===== config.mk =====
export PLATFORM = sky130hd
export DESIGN_NAME = uart_rx_flat
export DESIGN_NICKNAME = d
export VERILOG_FILES = /design/src/rtl/uart_pkg.sv /design/src/rtl/uart_rx_if.sv /design/src/rtl/uart_sync2.sv /design/src/rtl/uart_rx.sv /design/src/flat_wrapper.sv
export SDC_FILE = /design/constraint.sdc
export NUM_CORES = 1
export LEC_CHECK = 0
export CAP_MARGIN = 10
export CORE_MARGIN = 3
export CORE_UTILIZATION = 23
export DETAILED_ROUTE_END_ITERATION = 10
export SLEW_MARGIN = 20
export SYNTH_ARGS = -nofsm -noshare
export SYNTH_HDL_FRONTEND = slang
export SYNTH_HIERARCHICAL = 1
export SYNTH_SLANG_ARGS = --single-unit
export TNS_END_PERCENT = 30

===== constraint.sdc =====
create_clock -name fpga_clk -period 1.9 [get_ports fpga_clk]
set_input_delay 0.475 -clock fpga_clk [delete_from_list [all_inputs] [get_ports fpga_clk]]
set_output_delay 0.475 -clock fpga_clk [all_outputs]
set_load 0.005 [all_outputs]

===== src/rtl/uart_pkg.sv =====
// Shared UART definitions: receiver state encoding and default bit timing.
package uart_pkg;

  localparam int UART_DEFAULT_CLKS_PER_BIT = 16;

  typedef enum logic [1:0] {
    IDLE  = 2'd0,
    START = 2'd1,
    DATA  = 2'd2,
    STOP  = 2'd3
  } rx_state_t;

endpackage


===== src/rtl/uart_rx_if.sv =====
// Receiver-to-consumer handshake: held byte, valid level, acknowledge, error pulses.
interface uart_rx_if;
  logic [7:0] dout;
  logic       rx_valid;
  logic       rx_ack;
  logic       frame_err;
  logic       overrun_err;

  modport master (output dout, rx_valid, frame_err, overrun_err, input rx_ack);
  modport slave  (input dout, rx_valid, frame_err, overrun_err, output rx_ack);
endinterface


===== src/rtl/uart_sync2.sv =====
// Two-flop synchronizer for an asynchronous input, reset to a chosen level.
module uart_sync2 #(
  parameter logic RST_VAL = 1'b1
) (
  input  logic fpga_clk,
  input  logic nrst,
  input  logic d,
  output logic q
);
  logic s1;

  // Two capture stages; reset value keeps the line at its idle level.
  always_ff @(posedge fpga_clk) begin
    if (!nrst) begin
      s1 <= RST_VAL;
      q  <= RST_VAL;
    end else begin
      s1 <= d;
      q  <= s1;
    end
  end
endmodule


===== src/rtl/uart_rx.sv =====
// 8N1 UART receiver: mid-bit sampling, held-byte handshake, framing/overrun pulses.
module uart_rx
  import uart_pkg::*;
#(
  parameter int CLKS_PER_BIT = UART_DEFAULT_CLKS_PER_BIT
) (
  input  logic      fpga_clk,
  input  logic      nrst,
  input  logic      sin,
  uart_rx_if.master rx
);
  localparam int             CW      = $clog2(CLKS_PER_BIT);
  localparam logic [CW-1:0]  LAST    = CW'(CLKS_PER_BIT - 1);
  localparam logic [CW-1:0]  HALF_M1 = CW'(CLKS_PER_BIT / 2 - 1);

  rx_state_t     state, nstate;
  logic          line, line_prev, fall;
  logic [CW-1:0] cnt;
  logic [2:0]    bit_idx;
  logic [7:0]    shreg;
  logic [7:0]    dout_q;
  logic          valid_q, fe_q, ov_q;
  logic          cnt_clr, cnt_inc, bit_clr, shift_en, stop_smp;

  uart_sync2 #(.RST_VAL(1'b1)) u_sync (
    .fpga_clk (fpga_clk),
    .nrst     (nrst),
    .d        (sin),
    .q        (line)
  );

  // A start is only a high-to-low transition, so a held-low break never retriggers.
  assign fall = line_prev & ~line;

  // State register plus previous-line sample for edge detection.
  always_ff @(posedge fpga_clk) begin
    if (!nrst) begin
      state     <= IDLE;
      line_prev <= 1'b1;
    end else begin
      state     <= nstate;
      line_prev <= line;
    end
  end

  // Next-state and datapath strobes; every sample point also restarts the counter.
  always_comb begin
    nstate   = state;
    cnt_clr  = 1'b0;
    cnt_inc  = 1'b0;
    bit_clr  = 1'b0;
    shift_en = 1'b0;
    stop_smp = 1'b0;
    unique case (state)
      IDLE: if (fall) begin
        nstate  = START;
        cnt_clr = 1'b1;
      end
      START: if (cnt == HALF_M1) begin
        cnt_clr = 1'b1;
        bit_clr = 1'b1;
        nstate  = line ? IDLE : DATA;
      end else cnt_inc = 1'b1;
      DATA: if (cnt == LAST) begin
        cnt_clr  = 1'b1;
        shift_en = 1'b1;
        if (bit_idx == 3'd7) nstate = STOP;
      end else cnt_inc = 1'b1;
      STOP: if (cnt == LAST) begin
        cnt_clr  = 1'b1;
        stop_smp = 1'b1;
        nstate   = IDLE;
      end else cnt_inc = 1'b1;
      default: nstate = IDLE;
    endcase
  end

  // Bit-timing counter, data-bit index and LSB-first shift register.
  always_ff @(posedge fpga_clk) begin
    if (!nrst) begin
      cnt     <= '0;
      bit_idx <= '0;
      shreg   <= '0;
    end else begin
      if (cnt_clr)      cnt <= '0;
      else if (cnt_inc) cnt <= cnt + 1'b1;
      if (bit_clr)       bit_idx <= '0;
      else if (shift_en) bit_idx <= bit_idx + 1'b1;
      if (shift_en) shreg <= {line, shreg[7:1]};
    end
  end

  // Output holding register: load on good stop, clear on ack, single-cycle error pulses.
  always_ff @(posedge fpga_clk) begin
    if (!nrst) begin
      dout_q  <= '0;
      valid_q <= 1'b0;
      fe_q    <= 1'b0;
      ov_q    <= 1'b0;
    end else begin
      fe_q <= 1'b0;
      ov_q <= 1'b0;
      if (valid_q && rx.rx_ack) valid_q <= 1'b0;
      if (stop_smp) begin
        if (line) begin
          dout_q  <= shreg;
          valid_q <= 1'b1;
          // An ack in the completion cycle consumes the old byte, so no overrun.
          ov_q    <= valid_q & ~rx.rx_ack;
        end else begin
          fe_q <= 1'b1;
        end
      end
    end
  end

  assign rx.dout        = dout_q;
  assign rx.rx_valid    = valid_q;
  assign rx.frame_err   = fe_q;
  assign rx.overrun_err = ov_q;
endmodule


===== src/flat_wrapper.sv =====
// flat-port wrapper written by rule: the top's interface ports become plain ports
module uart_rx_flat import uart_pkg::*;
#(
  parameter int CLKS_PER_BIT = UART_DEFAULT_CLKS_PER_BIT
)
  (fpga_clk, nrst, sin, rx_dout, rx_rx_valid, rx_frame_err, rx_overrun_err, rx_rx_ack);
  uart_rx_if rx_i ();
  input  logic fpga_clk;
  input  logic nrst;
  input  logic sin;
  output wire logic [$bits(rx_i.dout)-1:0] rx_dout;
  output wire logic [$bits(rx_i.rx_valid)-1:0] rx_rx_valid;
  output wire logic [$bits(rx_i.frame_err)-1:0] rx_frame_err;
  output wire logic [$bits(rx_i.overrun_err)-1:0] rx_overrun_err;
  input wire logic [$bits(rx_i.rx_ack)-1:0] rx_rx_ack;
  assign rx_dout = rx_i.dout;
  assign rx_rx_valid = rx_i.rx_valid;
  assign rx_frame_err = rx_i.frame_err;
  assign rx_overrun_err = rx_i.overrun_err;
  assign rx_i.rx_ack = rx_rx_ack;
  uart_rx #(.CLKS_PER_BIT(CLKS_PER_BIT)) u_core (.fpga_clk(fpga_clk), .nrst(nrst), .sin(sin), .rx(rx_i));
endmodule

==> impl_results.md <==
* Status: finished clean
* CP Class: reg2reg
* Area leader, netlist: dfxtp_1
* CP top delay family: compound AO/OA/AOI/OAI gates
* RSZ-0062 raised after global routing: false
* Area contributors post-synth: dfxtp_1 (47%), a21oi_1 (7.9%), nand3_1 (7.9%)
* H-Tree Level Count at 2
* Residual DRC at 0
* Cells along the critical path: ha_1 > and4_2 > a31o_2 > a311oi_1
* Simple-Gate Fraction of Synth Area at 18.4%
* TritonCTS Buffers at 5
* Max VDD drop at 404 uV
* Most frequent cells after synthesis: dfxtp_1 (31), a21oi_1 (21), nand3_1 (21), o21ai_0 (21), clkbuf_1 (6)
* CTS sink cnt at 31
* Worst-path clk slew at 60 ps
* Ports at 15
* Clk_lat worst skew at 290 ps
* Synth-to-layout area growth at 24.3%
* Power Dens Cells at 840 nW/um2
* Final global-route overflow total at 0
* Required time worst endpoint at 2090 ps
* DRT antenna net count at 0
* Netlist cell types at 32
* Top-count cell post-synth: dfxtp_1
* Final wirelength at 2830 um
* Main combinational cell family by area after synthesis: compound AO/OA/AOI/OAI gates
* Placeable Area at 5540 um2
* Tightest Hold Check Type: reg2reg
* Synth Net Count at 159
* Combinational power share at 3.1%
* Int Power at 1.10 mW
* Final instance area at 1650 um2
* Die footprint at 6710 um2
* Drt initial violations at 31
* Clk pwr share at 49.1%
* Root Buffer: clkbuf_8
* CP startpoint kind: register
* Final Max Slew Viols at 0
* Diode count at 0
* Core Util, Final at 29.7%
* Number of max-cap violations at 0
* Die Wd at 81.9 um
* Crit path arrival time at 1870 ps
* Longest Clk Path Bufs at 2
* Per-cell routed wire length at 11.9 um
* Share of cells above drive strength 1 at 10.9%
* Compound-gate portion of the synthesized area at 24.8%
* Worst path bufs/invs at 0
* Vias at 1135
* Post-Synth Adder-Cell Area at 2.83%
* Die height at 81.9 um
* Multiplexer share of the synthesized area at 0%
* Synth Area in XOR/XNOR at 1.23%
* Setup_tns at 0 ps
* Fill cells at 621
* EDFF count, synth at 0
* Placed Instance Area at 1520 um2
* Post-synth ARST share at 0%
* Port-buffer cells at 14
* Avg Synthesized Cell Area at 8.72 um2
* Worst-path fanout max at 12
* GRT Overall Usage at 9.44%
* Mapped Cells at 152
* Switch Pwr at 286 uW
* Final Hold Fails at 0
* Number of global-route vias before repair at 1036
* CP max-delay cell: and4_2
* Slew Limit Headroom at 62.7%
* DRT Pass-1 Iters at 4
* Slew at the pin closest to its max-slew limit at 558 ps
* Post-layout min period at 1680 ps
* Crit-path max cell delay at 370 ps
* Overall Power at 1.38 mW
* Setup Viol. Count Final at 0
* YS warnings at 6
* Clk_skew at 4.52 ps
* CP Capture Type: register
* Switching part of the total at 20.7%
* Area share of the largest cell type after synthesis at 46.8%
* Seq/Total Area, Yosys at 46.8%
* Hpwl dp at 1900 um
* Net count of the finished layout at 171
* Global-route wire length before repair at 4840 um
* Initial antenna violation count at 0
* Predominant post-synthesis flop cell: dfxtp_1
* GPL Wtd Cong at 0.782
* Row count at 27
* CTS tree: built
* Tcrit/Tclk final at 88.6%
* Largest net degree at the start of global routing at 17
* FMAX at 594 MHz
* Reg power frac at 47.8%
* Final hold slack at 409 ps
* Netlist Area Pre-Place at 1330 um2
* Initial Util at 23.9%
* Vias per cell at 4.79
* Seq cells post-synth at 31
* Leak at 0.521 nW
-- cell usage in the layout (no fill, tap or decap), types with 2 or more instances in the layout --
cell type        count
nand2b_1             5
a21oi_1             21
and3_1               3
a211oi_1             2
ha_1                 3
inv_1                2
nand3_1             21
nand2_1              3
clkdlybuf4s50_1     14
o21ai_0             21
dfxtp_1             31
clkbuf_8             6
buf_4                4
nand4_1              3
o21a_1               3
nor2_1               5
a31o_2               2
-- state kept, by name, summed over array words and instances (netlist names), named ones only --
name                   cells
u_core/rx.dout             8
u_core/shreg               8
u_core/cnt                 4
u_core/bit_idx             3
u_core/line_prev           1
u_core/rx.frame_err        1
u_core/rx.overrun_err      1
u_core/rx.rx_valid         1
u_core/state               1
u_core/u_sync/q            1
u_core/u_sync/s1           1
-- worst reg2reg max path: cells and delay by family (launching register included) --
family                     cells  cell delay (ps)
AOI/OAI and AO/OA              2              530
adders and majority gates      1              340
DFF                            1              350
and+or+nand+nor                1              380
-- worst paths after layout --
kind,from,endpoint,slack [ps],cells after the start
setup / recovery,u_core/cnt[0]$_SDFFE_PP0P_,u_core/cnt[1]$_SDFFE_PP0P_,220,4
hold / removal,u_core/u_sync/s1$_SDFF_PN1_,u_core/u_sync/q$_SDFF_PN1_,410,1
setup reg to reg,u_core/cnt[0]$_SDFFE_PP0P_,u_core/cnt[1]$_SDFFE_PP0P_,220,4
hold reg to reg,u_core/u_sync/s1$_SDFF_PN1_,u_core/u_sync/q$_SDFF_PN1_,410,1
-- logic make-up after synthesis --
group           Yosys count
fa+ha+maj                 3
xor+xnor                  1
buf+inv                  16
simple gates             46
flops                    31
compound gates           55
-- through the flow --
stage / instances / setup slack (ps)
after detailed placement: 229 / 160
after global routing: 237 / 61.8
after CTS: 237 / 149
after floorplan: 152 / 463
after global placement: 229 / 217
final: 237 / 217
-- power by group through the flow --
stage          Combinational [mW]  Sequential [mW]  Clock [mW]
4_1_cts                    0.0414            0.661       0.693
6_report                   0.0424            0.661       0.679
5_1_grt                    0.0467            0.662       0.724
3_5_place_dp               0.0415            0.676           0
2_1_floorplan              0.0274            0.673           0
3_3_place_gp               0.0412            0.675           0
-- area by class of cell --
cell class,count,area [um2],area share (%)
Clock buffer,6,82.6,5.02
Sequential cell,31,621,37.7
Clock inverter,2,35.0,2.13
Multi-Input combinational cell,105,637,38.7
Inverter,3,11.3,0.684
Timing Repair Buffer,18,170,10.3
Tap cell,72,90.1,5.47
-- metal layers --
metal,GRT usage [%],share of wire (%),vias to the layer above
li1,-,-,580
met1,12.6,50,530
met2,13.2,43,19
met3,3.62,4.9,6
met4,4.49,2.2,0
met5,0,0,-
-- timing repair --
item,4_1_cts,5_1_grt
buffers inserted,0,0
gates resized for setup,0,2
hold endpoints to repair,0,0
hold buffers,0,0
endpoints found under the setup margin,0,2
(Power assumes the default switching activity.)
